File: src/rtl/divider_seq_ctrl.sv
// Multi-cycle unsigned restoring divider: one trial subtraction per clock through a shared subtractor_n.
// Optional abort input is enabled by defining DIVIDER_SEQ_ABORT_EN.

module subtractor_n #(
   parameter int w = 9
) (
   input  logic [w-1:0] a_i,
   input  logic [w-1:0] b_i,
   output logic [w-1:0] diff_o,
   output logic         borrow_o
);
   assign {borrow_o, diff_o} = {1'b0, a_i} - {1'b0, b_i};
endmodule

// state | meaning
// IDLE  | waiting for start_i; results and div0_o held
// CALC  | one restoring step per clock, nb_bit steps
// DONE  | single-cycle done_o pulse, results valid
module divider_seq_ctrl #(
   parameter int nb_bit = 8
) (
   input  logic              clk_i,
   input  logic              rst_i,
   input  logic              start_i,
   input  logic [nb_bit-1:0] dividend_i,
   input  logic [nb_bit-1:0] divisor_i,
`ifdef DIVIDER_SEQ_ABORT_EN
   input  logic              abort_i,
`endif
   output logic              busy_o,
   output logic              done_o,
   output logic              div0_o,
   output logic [nb_bit-1:0] quotient_o,
   output logic [nb_bit-1:0] remainder_o
);

   typedef enum logic [1:0] {IDLE, CALC, DONE} state_t;

   state_t            state, state_next;
   logic [nb_bit-1:0] d_reg, d_next;
   logic [nb_bit-1:0] q_reg, q_next;
   logic [nb_bit:0]   r_reg, r_next;
   logic [nb_bit-1:0] cnt, cnt_next;
   logic [nb_bit-1:0] quo_reg, quo_next;
   logic [nb_bit-1:0] rem_reg, rem_next;
   logic              div0_reg, div0_next;

   logic [nb_bit:0]   trial_s;
   logic [nb_bit:0]   trial_diff;
   logic              trial_borrow;

   // R never exceeds D after a step, so its top bit is not needed to form the next trial.
   logic              r_top_unused;
   assign r_top_unused = r_reg[nb_bit];

   assign trial_s = {r_reg[nb_bit-1:0], q_reg[nb_bit-1]};

   subtractor_n #(.w(nb_bit + 1)) u_sub (
      .a_i      (trial_s),
      .b_i      ({1'b0, d_reg}),
      .diff_o   (trial_diff),
      .borrow_o (trial_borrow)
   );

   always_ff @(posedge clk_i) begin
      if (rst_i) begin
         state    <= IDLE;
         d_reg    <= '0;
         q_reg    <= '0;
         r_reg    <= '0;
         cnt      <= '0;
         quo_reg  <= '0;
         rem_reg  <= '0;
         div0_reg <= 1'b0;
      end else begin
         state    <= state_next;
         d_reg    <= d_next;
         q_reg    <= q_next;
         r_reg    <= r_next;
         cnt      <= cnt_next;
         quo_reg  <= quo_next;
         rem_reg  <= rem_next;
         div0_reg <= div0_next;
      end
   end

   // The step counter is a thermometer code: all ones holds nb_bit steps and each
   // right shift removes one, so no decrementer competes with the shared subtractor.
   always_comb begin
      state_next = state;
      d_next     = d_reg;
      q_next     = q_reg;
      r_next     = r_reg;
      cnt_next   = cnt;
      quo_next   = quo_reg;
      rem_next   = rem_reg;
      div0_next  = div0_reg;
      case (state)
         IDLE: begin
            if (start_i) begin
               d_next    = divisor_i;
               q_next    = dividend_i;
               r_next    = '0;
               cnt_next  = '1;
               div0_next = 1'b0;
               if (divisor_i == '0) begin
                  state_next = DONE;
                  div0_next  = 1'b1;
                  quo_next   = '1;
                  rem_next   = dividend_i;
               end else begin
                  state_next = CALC;
               end
            end
         end
         CALC: begin
`ifdef DIVIDER_SEQ_ABORT_EN
            if (abort_i) begin
               state_next = IDLE;
            end else begin
`endif
               r_next   = trial_borrow ? trial_s : trial_diff;
               q_next   = {q_reg[nb_bit-2:0], ~trial_borrow};
               cnt_next = cnt >> 1;
               if (cnt_next == '0) begin
                  state_next = DONE;
                  quo_next   = q_next;
                  rem_next   = r_next[nb_bit-1:0];
               end
`ifdef DIVIDER_SEQ_ABORT_EN
            end
`endif
         end
         DONE: begin
            state_next = IDLE;
         end
         default: begin
            state_next = IDLE;
         end
      endcase
   end

   assign busy_o      = (state == CALC);
   assign done_o      = (state == DONE);
   assign div0_o      = div0_reg;
   assign quotient_o  = quo_reg;
   assign remainder_o = rem_reg;

endmodule

File: config.mk
export PLATFORM = sky130hd
export DESIGN_NAME = divider_seq_ctrl
export DESIGN_NICKNAME = d
export VERILOG_FILES = /design/src/rtl/divider_seq_ctrl.sv
export SDC_FILE = /design/constraint.sdc
export NUM_CORES = 1
export LEC_CHECK = 0
export CORE_MARGIN = 1.5
export CORE_UTILIZATION = 35
export CTS_BUF_LIST = sky130_fd_sc_hd__clkbuf_2
export CTS_CLUSTER_SIZE = 14
export DETAILED_ROUTE_END_ITERATION = 8
export SETUP_SLACK_MARGIN = 0.15
export SLEW_MARGIN = 20
export SYNTH_ARGS = -nofsm -noshare
export SYNTH_HDL_FRONTEND = slang
export SYNTH_HIERARCHICAL = 1
export SYNTH_SLANG_ARGS = --single-unit
File: constraint.sdc
create_clock -name clk_i -period 3.1 [get_ports clk_i]
set_input_delay 0.465 -clock clk_i [delete_from_list [all_inputs] [get_ports clk_i]]
set_output_delay 0.465 -clock clk_i [all_outputs]
set_load 0.01 [all_outputs]
==> results.yml <==
run_status:
  outcome: "completed"
drt:
  firstDrtPassIters: 4
  drc: 0
  vias: 2123
  wl_um: 5620
  wl_per_cell_um: 13.9
  vias_per_cell: 5.24
  drt_iter0_drc: 138
  postRouteAntennaNets: 0
worst_setup_path:
  endpoint_kind: "flop"
  criticalPathCategory: "flop to flop"
  worst_ep_required_time_ns: 3.51
  crit_slowest_cell: "dfxtp_1"
  path_max_fanout: 6
  max_stage_delay_ns: 0.48
  critical_path.top_delay_family: "compound AO/OA/AOI/OAI gates"
  path_cells: "ha_1 -> a21o_1 -> a21o_1 -> a41o_1 -> a31oi_1 -> buf_4 -> mux2i_1 -> a221o_1 -> a21oi_1"
  arrival_ns: 3.04
  crit_top_cell: "a21o_1"
  path_buf_inv: 1
  cp-start-kind: "flop"
final_layout:
  n_antenna_cell: 0
  finish.instance_area_um2: 2900
  layout.nets: 353
  area_growth_pct: 19.6
  drive_gt1_share_pct: 6.77
cts:
  clockRootBuffer: "clkbuf_2"
  numClockSinks: 50
  cts_setup_buffers: 0
  cts_max_path_buffers: 2
  cts_hold_buf: 0
  numCtsBuffers: 5
  post_cts_resized: 0
  cts_tree: "yes"
  htreeDepth: 2
  clk_latency_ns: 0.44
  path_clk_slew_ns: 0.26
grt:
  antenna_found_initial: 0
  track_usage_pct: 16.2
  grt.overflow.total: 0
  grt_max_degree: 51
  grt_pass1_vias: 1979
  grt_pass1_wl_um: 9480
die:
  ios: 38
  core_um2: 6760
  fp-row-count: 30
  die_w_um: 86.2
  start_util_pct: 35.9
  dieArea_um2: 7430
  die_h_um: 86.2
job:
  maxCapViolCount: 0
placement:
  place_congestion: 0.824
  dpl.hpwl_um: 3920
  io_buffer_count: 37
  place_area_um2: 2860
power_and_ir_drop:
  total_leakage_power_nw: 1.13
  ir_drop_v: 0.000151
  p_per_area_nw_per_um2: 456
timing:
  fin_setup_tns_ns: 0
  fin_crit_ns: 2.64
  finalHoldViolCount: 0
  timing.fmax_mhz: 380
  rsz0062_at_grt: "no"
  finClkSkew_ns: 0.0217
  tightest_slew_ns: 0.569
  fin_crit_sh_pct: 85.0
  setup_violations: 0
  maxSlewViolCount: 0
  slew_headroom_pct: 61.9
synthesis:
  yosys_warnings: 6
  syn_inst: 293
  synthesis.nets: 322
  synth_area_per_cell_um2: 8.27
  syn_area_um2: 2420
min_path:
  hp-class: "flop to flop"
## cell type report
type	instances	area (um2)
Clock inverter	2	13.8
Inverter	20	75.1
Tap cell	80	100
Multi-Input combinational cell	204	1260
Fill cell	706	3860
Clock buffer	6	30.0
Sequential cell	50	1000
Timing Repair Buffer	43	415
## metal layers
metal  track usage (%)  vias to the layer above  share of wire [%]
met5                 0                        -                  0
met2              24.2                       61                 44
met3              3.14                        6                4.9
li1                  -                     1072                  -
met4              5.87                        0                1.4
met1              23.2                      984                 50
## tightest hold or removal path: cells and delay by family (launching register included)
kind            cells  cell delay, ns
simple gates        1            0.05
flops               1            0.36
compound gates      1            0.05
## worst paths after layout
check,slack (ns),cells past startpoint,startpoint,end
min,0.47,2,d_reg[2],d_reg[2]
min reg2reg,0.47,2,d_reg[2],d_reg[2]
max,0.46,9,r_reg[0],remainder_o[1]
max reg2reg,0.46,9,r_reg[0],remainder_o[1]
## through the flow
step                cells  setup slack [ns]  util, %  hold WS, ns  power (mW)
floorplan             293             0.669        -        0.436       0.949
global placement      397             0.495     42.3        0.445        1.05
detailed placement    397             0.486     42.3        0.447        1.05
CTS                   405             0.474     42.9        0.473        1.33
global route          405             0.277     42.9        0.499        1.40
finish                405             0.465     42.9        0.470        1.32
## cells in the final DEF, fill, tap and decap left out, types with 2 or more instances in the layout
cell	count
dfxtp_1	50
nor3_1	3
a21o_1	4
inv_2	2
o21ai_1	2
ha_1	9
o21bai_1	2
xnor2_1	3
a31oi_1	2
a221o_1	8
a21boi_1	3
a311oi_1	6
o22ai_1	8
nand2b_1	2
a21boi_0	4
nand2_1	33
a211oi_1	6
nor2_1	44
mux2i_1	8
a21oi_1	29
clkbuf_2	6
nand4b_1	2
inv_1	18
xor2_1	3
nand3_1	9
nor4_2	3
clkdlybuf4s50_1	37
nor2b_1	2
buf_4	6
## power by group
part	switching [mW]	total, mW	leakage, nW	internal (mW)
combinational	0.178	0.326	0.685	0.148
sequential	0.0272	0.714	0.409	0.687
clock	0.221	0.281	0.0330	0.0596
total	0.426	1.32	1.13	0.895
No activity file was read; power rests on OpenSTA's default activity.
